--- src/rtl/scaler_h_bilinear_if.sv ---
// Raster video bus for the horizontal bilinear scaler: input side (di/de/hs/vs _i)
// and resampled output side (do/de/hs/vs _o).
interface scaler_h_bilinear_if #(
    parameter int PIXEL_WIDTH = 8
);
    logic [PIXEL_WIDTH-1:0] di_i;
    logic                   de_i;
    logic                   hs_i;
    logic                   vs_i;
    logic [PIXEL_WIDTH-1:0] do_o;
    logic                   de_o;
    logic                   hs_o;
    logic                   vs_o;

    modport master (output di_i, de_i, hs_i, vs_i, input do_o, de_o, hs_o, vs_o);
    modport slave  (input di_i, de_i, hs_i, vs_i, output do_o, de_o, hs_o, vs_o);
endinterface

--- src/rtl/scaler_h_bilinear.sv ---
// Streaming horizontal bilinear scaler, one line at a time, 2-cycle latency.
// Optional macro SCALER_H_ROUND_EN: round half up in the final shift instead of truncating.
module scaler_h_bilinear #(
    parameter int LINE_IN_SIZE_MAX = 4096,
    parameter int SCALE_STEP       = 128,
    parameter int PIXEL_WIDTH      = 8,
    parameter int SPARSE_OUT       = 0,
    parameter int COE_WIDTH        = 8
) (
    input  logic                   clk,
    input  logic                   rst_n,
    input  logic [15:0]            reg_h_scale_step,
    input  logic [15:0]            reg_v_scale_step,
    input  logic [15:0]            reg_v_scale_inline_size,
    scaler_h_bilinear_if.slave     vid
);
    localparam int FRAC  = $clog2(SCALE_STEP);
    localparam int NW    = $clog2(LINE_IN_SIZE_MAX + 1);
    localparam int POSW  = (NW + FRAC > 16) ? NW + FRAC : 16;
    localparam int ACCW  = POSW + 1;
    localparam int PRODW = PIXEL_WIDTH + COE_WIDTH;
    localparam int SUMW  = PRODW + 1;
`ifdef SCALER_H_ROUND_EN
    localparam logic [SUMW-1:0] RND_ADD = SUMW'(SCALE_STEP / 2);
`else
    localparam logic [SUMW-1:0] RND_ADD = '0;
`endif

    logic                   unused_bits;
    assign unused_bits = ^{reg_v_scale_step, reg_v_scale_inline_size[15:NW]};

    // line / pair state
    logic                   hs_d;
    logic                   line_act;
    logic [15:0]            step_r;
    logic [NW-1:0]          last_r;
    logic [NW-1:0]          n_in;
    logic [NW-1:0]          n_cur;
    logic [ACCW-1:0]        acc;
    logic [PIXEL_WIDTH-1:0] a_r;
    logic [PIXEL_WIDTH-1:0] b_r;
    logic                   pair_vld;

    // datapath / framing pipeline
    logic                   s1_vld;
    logic [PRODW-1:0]       prod_a;
    logic [PRODW-1:0]       prod_b;
    logic                   hs_p;
    logic                   vs_p;

    logic                   line_start;
    logic [15:0]            step_eff;
    logic [NW-1:0]          last_eff;
    logic [ACCW-1:0]        acc_eff;
    logic [NW-1:0]          n_idx;
    logic                   accept;
    logic [NW-1:0]          cur_n;
    logic                   cur_vld;
    logic [PIXEL_WIDTH-1:0] op_a;
    logic [PIXEL_WIDTH-1:0] op_b;
    logic [ACCW-1:0]        lim;
    logic [ACCW-1:0]        base;
    logic [ACCW-1:0]        c_full;
    logic [COE_WIDTH-1:0]   coe;
    logic [COE_WIDTH-1:0]   coe_inv;
    logic                   emit;
    logic [SUMW-1:0]        sum;
    logic [PIXEL_WIDTH-1:0] pix_next;

    // A line-start cycle sees fresh registers/counters so a pixel on that same cycle is handled.
    always_comb begin
        line_start = hs_d & ~vid.hs_i;
        step_eff   = line_start ? reg_h_scale_step : step_r;
        last_eff   = line_start ? reg_v_scale_inline_size[NW-1:0] : last_r;
        acc_eff    = line_start ? '0 : acc;
        n_idx      = line_start ? '0 : n_in;
        accept     = vid.de_i & ~vid.hs_i & (line_start | line_act) & (n_idx <= last_eff);

        // The first output of a new pair is computed straight from the incoming pixel.
        cur_n      = accept ? n_idx : n_cur;
        cur_vld    = accept ? (n_idx != '0) : (pair_vld & ~line_start);
        op_a       = accept ? b_r : a_r;
        op_b       = accept ? vid.di_i : b_r;

        lim        = ACCW'(cur_n) << FRAC;
        base       = ACCW'(cur_n - NW'(1)) << FRAC;
        emit       = cur_vld & ((acc_eff < lim) | ((cur_n == last_eff) & (acc_eff == lim)));
        c_full     = acc_eff - base;
        coe        = c_full[COE_WIDTH-1:0];
        coe_inv    = COE_WIDTH'(SCALE_STEP) - coe;

        sum        = SUMW'(prod_a) + SUMW'(prod_b) + RND_ADD;
        pix_next   = PIXEL_WIDTH'(sum >> FRAC);
    end

    always_ff @(posedge clk or negedge rst_n) begin
        if (!rst_n) begin
            hs_d     <= 1'b0;
            line_act <= 1'b0;
            step_r   <= '0;
            last_r   <= '0;
            n_in     <= '0;
            n_cur    <= '0;
            acc      <= '0;
            a_r      <= '0;
            b_r      <= '0;
            pair_vld <= 1'b0;
        end else begin
            hs_d     <= vid.hs_i;
            // hs_d resets low so a reset released mid-line waits for a real falling hs_i.
            line_act <= line_start | (line_act & ~vid.hs_i);
            if (line_start) begin
                step_r   <= reg_h_scale_step;
                last_r   <= reg_v_scale_inline_size[NW-1:0];
                n_in     <= '0;
                pair_vld <= 1'b0;
            end
            if (accept) begin
                a_r      <= b_r;
                b_r      <= vid.di_i;
                n_cur    <= n_idx;
                n_in     <= n_idx + NW'(1);
                pair_vld <= (n_idx != '0);
            end
            if (emit)
                acc <= acc_eff + ACCW'(step_eff);
            else if (line_start)
                acc <= '0;
        end
    end

    always_ff @(posedge clk or negedge rst_n) begin
        if (!rst_n) begin
            s1_vld   <= 1'b0;
            prod_a   <= '0;
            prod_b   <= '0;
            vid.do_o <= '0;
            vid.de_o <= 1'b0;
            hs_p     <= 1'b1;
            vid.hs_o <= 1'b1;
            vs_p     <= 1'b0;
            vid.vs_o <= 1'b0;
        end else begin
            s1_vld   <= emit;
            prod_a   <= PRODW'(op_a) * PRODW'(coe_inv);
            prod_b   <= PRODW'(op_b) * PRODW'(coe);
            vid.de_o <= s1_vld;
            if (s1_vld)
                vid.do_o <= pix_next;
            else if (SPARSE_OUT == 0)
                vid.do_o <= '0;
            hs_p     <= ~(line_start | (line_act & ~vid.hs_i));
            // Blanking is held off while any output of the line is still in flight.
            vid.hs_o <= hs_p & ~(emit | s1_vld);
            vs_p     <= vid.vs_i;
            vid.vs_o <= vs_p;
        end
    end
endmodule

--- src/flat_wrapper.sv ---
// flat-port wrapper written by rule: the top's interface ports become plain ports
module scaler_h_bilinear_flat 
#(
    parameter int LINE_IN_SIZE_MAX = 4096,
    parameter int SCALE_STEP       = 128,
    parameter int PIXEL_WIDTH      = 8,
    parameter int SPARSE_OUT       = 0,
    parameter int COE_WIDTH        = 8
)
  (clk, rst_n, reg_h_scale_step, reg_v_scale_step, reg_v_scale_inline_size, vid_di_i, vid_de_i, vid_hs_i, vid_vs_i, vid_do_o, vid_de_o, vid_hs_o, vid_vs_o);
  scaler_h_bilinear_if #(.PIXEL_WIDTH(PIXEL_WIDTH)) vid_i ();
  input  logic clk;
  input  logic rst_n;
  input  logic [15:0] reg_h_scale_step;
  input  logic [15:0] reg_v_scale_step;
  input  logic [15:0] reg_v_scale_inline_size;
  input wire logic [$bits(vid_i.di_i)-1:0] vid_di_i;
  input wire logic [$bits(vid_i.de_i)-1:0] vid_de_i;
  input wire logic [$bits(vid_i.hs_i)-1:0] vid_hs_i;
  input wire logic [$bits(vid_i.vs_i)-1:0] vid_vs_i;
  output wire logic [$bits(vid_i.do_o)-1:0] vid_do_o;
  output wire logic [$bits(vid_i.de_o)-1:0] vid_de_o;
  output wire logic [$bits(vid_i.hs_o)-1:0] vid_hs_o;
  output wire logic [$bits(vid_i.vs_o)-1:0] vid_vs_o;
  assign vid_i.di_i = vid_di_i;
  assign vid_i.de_i = vid_de_i;
  assign vid_i.hs_i = vid_hs_i;
  assign vid_i.vs_i = vid_vs_i;
  assign vid_do_o = vid_i.do_o;
  assign vid_de_o = vid_i.de_o;
  assign vid_hs_o = vid_i.hs_o;
  assign vid_vs_o = vid_i.vs_o;
  scaler_h_bilinear #(.LINE_IN_SIZE_MAX(LINE_IN_SIZE_MAX), .SCALE_STEP(SCALE_STEP), .PIXEL_WIDTH(PIXEL_WIDTH), .SPARSE_OUT(SPARSE_OUT), .COE_WIDTH(COE_WIDTH)) u_core (.clk(clk), .rst_n(rst_n), .reg_h_scale_step(reg_h_scale_step), .reg_v_scale_step(reg_v_scale_step), .reg_v_scale_inline_size(reg_v_scale_inline_size), .vid(vid_i));
endmodule
--- config.mk ---
export PLATFORM = sky130hd
export DESIGN_NAME = scaler_h_bilinear_flat
export DESIGN_NICKNAME = d
export VERILOG_FILES = /design/src/rtl/scaler_h_bilinear_if.sv /design/src/rtl/scaler_h_bilinear.sv /design/src/flat_wrapper.sv
export SDC_FILE = /design/constraint.sdc
export NUM_CORES = 1
export LEC_CHECK = 0
export CORE_ASPECT_RATIO = 1.1
export CORE_MARGIN = 4
export CORE_UTILIZATION = 33
export CTS_CLUSTER_DIAMETER = 200
export DETAILED_ROUTE_END_ITERATION = 10
export PLACE_DENSITY = 0.53
export SLEW_MARGIN = 20
export SYNTH_ARGS = -nofsm -noshare
export SYNTH_HDL_FRONTEND = slang
export SYNTH_SLANG_ARGS = --single-unit
--- constraint.sdc ---
create_clock -name clk -period 22.6 [get_ports clk]
set_input_delay 3.39 -clock clk [delete_from_list [all_inputs] [get_ports clk]]
set_output_delay 3.39 -clock clk [all_outputs]
set_load 0.01 [all_outputs]
# Word-level counts from Yosys, hierarchy flattened
# Cells that the tools add are included.
[classes] addsub=6 mul=2 n_lt_le_gt_ge=2 eq_ne=2 muxes=13 n_bitwise=17 reduce_logical=2
[op_table] operator="13-bit 2-to-1 mux" count=4
[op_table] operator="21-bit 2-to-1 mux" count=2
[op_table] operator="8-bit by 8-bit multiplier with 15-bit output" count=2
[op_table] operator="8-bit 2-to-1 mux" count=3
[op_table] operator="21-bit by 16-bit adder with 21-bit output" count=1
[op_table] operator="21-bit by 20-bit == test with 1-bit output" count=1
[op_table] operator="21-bit by 20-bit less-than comparator with 1-bit output" count=1
[op_table] operator="16-bit 2-to-1 mux" count=1
[op_table] operator="15-bit adder" count=1
[op_table] operator="13-bit by 1-bit adder with 13-bit output, second input constant" count=1
[op_table] operator="13-bit == test" count=1
[op_table] operator="13-bit <= comparator" count=1
[op_table] operator="13-bit nonzero test" count=1
[op_table] operator="1-bit AND" count=9
[op_table] operator="8-bit subtractor" count=1
[op_table] operator="8-bit subtractor, first input constant" count=1
[op_table] operator="1-bit NOT" count=4
[op_table] operator="1-bit bitwise OR" count=4
[op_table] operator="1-bit 2-to-1 mux" count=3
[op_table] operator="2-bit nonzero test" count=1
[op_table] operator="1-bit subtractor, second input constant" count=1
[word_totals] ff_bits=139 input_bits=61 out_inout_bits=11 elab_cells=63

# Logic depth before layout (Yosys ltp)
# Gate-level depths: netlist of run 1.
[logic_depth] depth_word=13 mapped_depth=38 ltp_nobuf=30

# Worst setup path before layout of run 1
# OpenSTA, ideal clock, no wires.
[synth_timing] path_kind="input to register" from="input port vid_hs_i" to="register u_core.prod_a[13]" setup_ns=0.080 arrival_ns=11.296 t_required_ns=22.520 setup_slack_ns=11.225 cell_stages=36 path_buffers=8 path_cell_list="nand2b_4 > buf_6 > buf_2 > buf_4 > buf_2 > clkbuf_1 > and2_1 > ha_1 > nor4bb_1 > a31o_2 > o311ai_1 > a31o_2 > a31oi_2 > clkbuf_1 > clkbuf_1 > o21ai_0 > ha_1 > buf_2 > xor2_1 > or2_2 > fa_1 > fa_1 > inv_1 > fa_1 > inv_1 > fa_1 > inv_1 > ha_1 > a21boi_0 > o21ai_0 > a21boi_0 > o21a_1 > o21ai_0 > nand2b_1 > a21oi_1 > xnor2_1"
[synth_between] elab_chain_len=10 word_cells_on_any_way=16 cone_classes="add/sub: 3; mul: 1; order compare: 1; mux: 5; bitwise: 6"
[synth_rtl] item="start: declaration" line_no="flat_wrapper.sv:19" rtl="input wire logic [$bits(vid_i.hs_i)-1:0] vid_hs_i;"
[synth_rtl] item="1-bit NOT (*)" line_no="scaler_h_bilinear.sv:72, scaler_h_bilinear.sv:77"
[synth_rtl] item="1-bit AND" line_no="scaler_h_bilinear.sv:72" rtl="line_start = hs_d & ~vid.hs_i;"
[synth_rtl] item="13-bit 2-to-1 mux, or another cell as far along"
[synth_rtl] item="13-bit <= comparator or 1-bit AND (tied branches)" line_no="scaler_h_bilinear.sv:77" rtl="accept = vid.de_i & ~vid.hs_i & (line_start | line_act) & (n_idx <= last_eff);"
[synth_rtl] item="1-bit AND" line_no="scaler_h_bilinear.sv:77"
[synth_rtl] item="13-bit 2-to-1 mux (*)" line_no="scaler_h_bilinear.sv:80" rtl="cur_n = accept ? n_idx : n_cur;"
[synth_rtl] item="named net u_core.cur_n[0]" line_no="scaler_h_bilinear.sv:57" rtl="logic [NW-1:0] cur_n;"
[synth_rtl] item="1-bit subtractor (*)" line_no="scaler_h_bilinear.sv:86" rtl="base = ACCW'(cur_n - NW'(1)) << FRAC;"
[synth_rtl] item="8-bit subtractor (*)" line_no="scaler_h_bilinear.sv:88" rtl="c_full = acc_eff - base;"
[synth_rtl] item="8-bit subtractor (*)" line_no="scaler_h_bilinear.sv:90" rtl="coe_inv = COE_WIDTH'(SCALE_STEP) - coe;"
[synth_rtl] item="8-bit by 8-bit multiplier with 15-bit output (*)" line_no="scaler_h_bilinear.sv:145" rtl="prod_a <= PRODW'(op_a) * PRODW'(coe_inv);"
[synth_rtl] item="end signal: assignment" line_no="scaler_h_bilinear.sv:145"
[synth_rtl] item="end: declaration" line_no="scaler_h_bilinear.sv:46" rtl="logic [PRODW-1:0] prod_a;"
# The timed path passes the listed nets; every way through them passes the cells marked *.
# A chain may end at the register's enable or synchronous reset.

# Worst setup path in the final report of run 1
# Same ends and word-level chain as after synthesis.

==> out/qor.txt, run 1 <==
Syn Area/Cell: 9.19 um^2
Placer Congestion: 0.840
Worst path arrival time: 12870 ps
YS warnings: 0
Pleak: 0.00669 uW
Total track usage: 15.5%
Rel. slew slack: 36.5%
Area growth syn-to-layout: 13.6%
Worst Hold Class: reg -> reg
FF+latch count, synth: 139
Cts bufs inserted: 17
Worst VDD drop: 0.0000903 V
Crit path buffers/inverters: 6
Clock Latency Late Sink: 440 ps
Ant. Diodes: 0
RSZ-0062 raised after global routing: false
Total gr overflow: 0
Maximum fanout along the worst path: 66
Final period utilization: 55.4%
Clock Skews: 11.5 ps
Crit path required time: 22950 ps
Asr flop ratio synth: 100%
Crit path kind: in -> reg
Worst Slack Setup Final: 10080 ps
Peak Freq: 79.9 MHz
Sequential Area: 3480 um^2
Sequential fraction of the synthesis area: 30.1%
Outcome: complete, no violations
Max-cap violations: 0
Sum of negative setup slack: 0 ps
Crit. End Element: flip-flop
Worst slack at placement: 9630 ps
CTS resizes: 0
Vias/cell: 4.81
Post-synth EDFFs: 0
Post-CTS Setup Bufs: 0
Via count: 8454
Final setup fails: 0
Initial Util: 33.6%
Vias in the first global route: 9053
Post-detail-place hpwl: 21.6 mm
Critical path's slowest cell: xor2_1
Pre-antenna DRT Iters: 4
Share of cells above drive strength 1: 5.61%
Net Count, Synth: 1510
Critical path depth in cells: 31
Die Wd: 186 um
Root Buffer: clkbuf_16
Worst Tran Pin Value: 946 ps
CTS clk-pin slew, worst paths: 60 ps
Count of different cell masters after synthesis: 77
Pwr/cell area: 102 nW/um^2
Predominant post-synthesis flop cell: dfrtp_1
Hold_buf cts: 0
Critical Path Max Stage Delay: 690 ps
Family with the most delay on the worst path: adder cells
H-tree depth: 4
Buffers on Ports: 52
Fin. Hold Viols: 0
Final Net Count: 1559
Synthesized area: 11500 um^2
Filler instances: 3480
Hold path depth: 0
Commonest non-fill, non-tap cells in the layout: inv_1, nor2_1, dfrtp_1
Antenna violations before repair: 0
Worst R2R Path Depth: 30
DRT Wirelength: 27.8 mm
Most frequent CP cell: fa_1
Final Max Tran Viols: 0
Core ar.: 34400 um^2
Multi-input logic area: 7220 um^2
Drt drc: 0
IO Pins: 72
Maximum root-to-sink buffer count: 2
Min cycle time layout: 12520 ps
Core Rows: 71
Drt wl/cell: 15.8 um
Syn Inst Count: 1257
Clock Sinks: 139
CP Launch Type: input port
First-pass GRT wire length: 47.5 mm
TritonCTS clock tree: built
Chip height: 204 um
Largest net degree at the start of global routing: 73
Routed Antenna Nets: 0
Die area: 38100 um^2
DRT iter0 DRCs: 280
Most common cell after layout, fill and taps aside: inv_1
-- metal layers --
metal | vias up | wire, um | GRT usage, %
met4 | 0 | 467 | 4.04
met2 | 104 | 13700 | 27.2
li1 | 4211 | - | -
met1 | 4109 | 13000 | 20.0
met3 | 30 | 695 | 2.65
met5 | - | 0 | 0
-- layout make-up --
cell class,instances,area share [%]
Clock buffer,22,3.69
Clock inverter,9,0.868
Inverter,186,5.32
Multi-Input combinational cell,903,55.0
Sequential cell,139,26.5
Tap cell,438,4.18
Timing Repair Buffer,59,4.38
-- where the power goes --
| part | leakage (uW) | switching [uW] | internal [uW] |
|---|---|---|---|
| logic | 0.00461 | 418 | 310 |
| clock network | 0.000284 | 114 | 174 |
| registers | 0.00179 | 21.0 | 305 |
| total | 0.00669 | 552 | 789 |
-- final timing paths --
path                                        from                           to  slack (ps)
setup / recovery                        vid_hs_i  u_core.prod_a[13]$_DFF_PN0_       10080
hold / removal             u_core.vs_p$_DFF_PN0_    u_core.vid.vs_o$_DFF_PN0_         350
setup reg to reg           u_core.hs_d$_DFF_PN0_  u_core.prod_a[13]$_DFF_PN0_       13320
hold reg to reg            u_core.vs_p$_DFF_PN0_    u_core.vid.vs_o$_DFF_PN0_         350
max in group asynchronous                  rst_n   u_core.prod_a[9]$_DFF_PN0_       18240
min in group asynchronous                  rst_n     u_core.n_in[3]$_DFF_PN0_        2970
-- kinds of logic after synthesis --
logic type | synth area share (%)
AOI/OAI and AO/OA | 8.89
xor gates and xnor gates | 5.75
adders and majority gates | 25.4
buffers and inverters | 7.42
DFF | 30.1
muxes | 4.41
and+or+nand+nor | 18.0
-- cells in the mapped netlist (3+ instances only) --
master | n | area [um^2]
mux2i_2 | 4 | 55.1
and3_1 | 9 | 56.3
o211ai_1 | 8 | 60.1
a21oi_1 | 27 | 135
a21boi_0 | 13 | 97.6
or3_1 | 8 | 50.1
nand2b_1 | 17 | 106
o21ai_0 | 35 | 175
mux2_1 | 8 | 90.1
xor2_1 | 20 | 175
nand2_1 | 133 | 499
nor3b_1 | 3 | 22.5
a31o_2 | 3 | 26.3
nor2b_1 | 18 | 113
nand4_1 | 9 | 56.3
a21o_1 | 8 | 60.1
nor4_1 | 6 | 37.5
nor2_1 | 139 | 522
nand3_1 | 15 | 75.1
o21a_1 | 13 | 97.6
xnor2_1 | 54 | 473
buf_6 | 5 | 56.3
o41ai_1 | 3 | 26.3
ha_1 | 121 | 1510
mux2i_1 | 33 | 330
buf_2 | 7 | 35.0
clkbuf_1 | 15 | 56.3
o21ai_1 | 4 | 20.0
or2_2 | 10 | 62.6
nand3b_1 | 4 | 30.0
and2_1 | 24 | 150
inv_1 | 185 | 694
fa_1 | 71 | 1420
a31oi_1 | 8 | 50.1
dfrtp_1 | 137 | 3430
nor3_1 | 28 | 140
a211oi_1 | 3 | 22.5
-- metrics by stage --
| stage | hold slack (ps) | util (%) | std cells | cell area [um^2] | power, uW |
|---|---|---|---|---|---|
| after floorplan | 331 | - | 1257 | 11500 | 887 |
| after global placement | 337 | 36.4 | 1725 | 12500 | 1060 |
| after detailed placement | 340 | 36.4 | 1725 | 12500 | 1070 |
| after CTS | 356 | 38.2 | 1756 | 13100 | 1370 |
| after global routing | 378 | 38.2 | 1756 | 13100 | 1500 |
| final | 353 | 38.2 | 1756 | 13100 | 1340 |
-- registers in the layout, summed over array words and instances (netlist names), 8 cells and up --
signal / flops
u_core.a_r: 8
u_core.acc: 21
u_core.b_r: 8
u_core.last_r: 13
u_core.n_cur: 13
u_core.n_in: 13
u_core.prod_a: 15
u_core.prod_b: 15
u_core.step_r: 16
u_core.vid.do_o: 8
-- worst reg2reg max path, delay by kind of cell, from the launching register on --
family                   cells  cell delay [ps]
AO/OA/AOI/OAI               11             2290
XOR/XNOR                     2              850
adder cells (fa/ha/maj)      7             3150
buffers and inverters        5             1150
flip-flops                   1              450
multiplexers                 1              510
AND/OR/NAND/NOR              4              790
Note: power is estimated with default switching activity, not from simulation.
==> run 2, diff against run 1 <==
clock period = 11.8 ns   (was 22.6 ns; I/O delays follow)
==> out/qor.txt, run 2 (synthesized netlist as in run 1, its figures left out) <==
Outcome: complete, no violations
Most common cell after layout, fill and taps aside: inv_1
Total gr overflow: 0
Routed Antenna Nets: 0
CTS resizes: 0
Drt drc: 0
Share of cells above drive strength 1: 5.83%
IO Pins: 72
Critical path's slowest cell: xor2_1
Fin. Hold Viols: 0
Vias/cell: 4.89
Ant. Diodes: 0
Final instance area: 13200 um^2
Post-detail-place hpwl: 22.0 mm
Critical hold path startpoint: u_core.vs_p$_DFF_PN0_
Pre-antenna DRT Iters: 5
Rel. slew slack: 29.7%
Worst R2R Path Depth: 28
Vias in the first global route: 9099
Chip height: 204 um
Pwr/cell area: 198 nW/um^2
Maximum root-to-sink buffer count: 2
RSZ-0062 raised after global routing: false
First-pass GRT wire length: 47.5 mm
Total track usage: 15.6%
Drt wl/cell: 16.0 um
Hold_buf cts: 0
Buffers on Ports: 52
Sum of negative setup slack: 0 ps
Reg2Reg Setup Slack: 3050 ps
Worst VDD drop: 0.000187 V
H-tree depth: 4
Hold path depth: 0
Core ar.: 34400 um^2
Top flop regs: u_core.acc: 21 flops, u_core.step_r: 16 flops
Filler instances: 3461
Most frequent CP cell: fa_1
Family with the most delay on the worst path: adder cells
Clock Skews: 10.3 ps
R2r startpoint: u_core.hs_d$_DFF_PN0_
Clock Sinks: 139
Crit path buffers/inverters: 4
Worst Hold Class: reg -> reg
Clock Latency Late Sink: 440 ps
Final setup fails: 0
Maximum fanout along the worst path: 31
Via count: 8601
Core Rows: 71
Min cycle time layout: 10350 ps
CP Launch Type: input port
Critical Path Max Stage Delay: 640 ps
Commonest non-fill, non-tap cells in the layout: inv_1, nor2_1, dfrtp_1
DRT Wirelength: 28.1 mm
Largest Register: u_core.acc
Largest register FFs: 21
Crit path required time: 12160 ps
Placer Congestion: 0.887
Initial Util: 33.6%
Worst Tran Pin Value: 1050 ps
Area growth syn-to-layout: 13.9%
Pleak: 0.00671 uW
DRT iter0 DRCs: 413
Crit path kind: in -> reg
Final Max Tran Viols: 0
Root Buffer: clkbuf_16
Largest net degree at the start of global routing: 71
Final Net Count: 1561
Post-CTS Setup Bufs: 0
R2R Path End: u_core.prod_a[13]$_DFF_PN0_
CTS clk-pin slew, worst paths: 60 ps
Endpoint, Worst Hold: u_core.vid.vs_o$_DFF_PN0_
Placement Cell Area: 12500 um^2
Crit. End Element: flip-flop
Peak Freq: 96.6 MHz
Die area: 38100 um^2
Critical path depth in cells: 29
Cts bufs inserted: 17
Final period utilization: 87.7%
Max-cap violations: 0
Worst path arrival time: 10720 ps
Die Wd: 186 um
TritonCTS clock tree: built
Antenna violations before repair: 0
==> run 2: cell type report <==
cell class	count	area (um^2)	share of cell area (%)
clock buffers	21	480	3.65
clock inverters	10	140	1.07
inverters	186	698	5.31
multi-input cells	903	7220	54.9
flip-flops and latches	139	3480	26.5
well taps	438	548	4.17
repair buffers	61	589	4.48
==> run 2: where the power goes <==
part,switching (uW),leakage [uW],internal (uW)
combinational,806,0.00462,600
clock,216,0.000297,353
sequential,40.8,0.00179,584
==> run 2: worst max path at each step <==
stage / end / from
final: u_core.prod_a[13]$_DFF_PN0_ / vid_hs_i
after global routing: u_core.prod_a[13]$_DFF_PN0_ / vid_hs_i
after CTS: u_core.prod_a[13]$_DFF_PN0_ / vid_hs_i
after detailed placement: u_core.prod_a[13]$_DFF_PN0_ / vid_hs_i
after global placement: u_core.prod_a[13]$_DFF_PN0_ / vid_hs_i
after floorplan: u_core.prod_a[13]$_DFF_PN0_ / vid_hs_i
==> run 2: metrics by stage <==
step	total power [uW]	util [%]	hold WS, ps	instances	setup WS (ps)
floorplan	1700	-	331	1257	2040
global placement	2040	36.5	337	1727	1070
detailed placement	2060	36.5	340	1727	1100
CTS	2650	38.3	365	1758	1530
global route	2890	38.3	367	1758	936
finish	2600	38.3	361	1758	1450
==> run 2: layer usage <==
metal	vias up	wire length [um]	global-route usage, %
met5	-	0	0
met4	0	569	4.65
met3	38	1120	3.26
met2	161	13900	27.1
met1	4193	12500	19.6
li1	4209	-	-
==> run 3, diff against run 2 <==
SLEW_MARGIN = not set   (was 20)
==> results of run 3 <==
The final DEF is identical to that of run 2; final timing and power are the same.
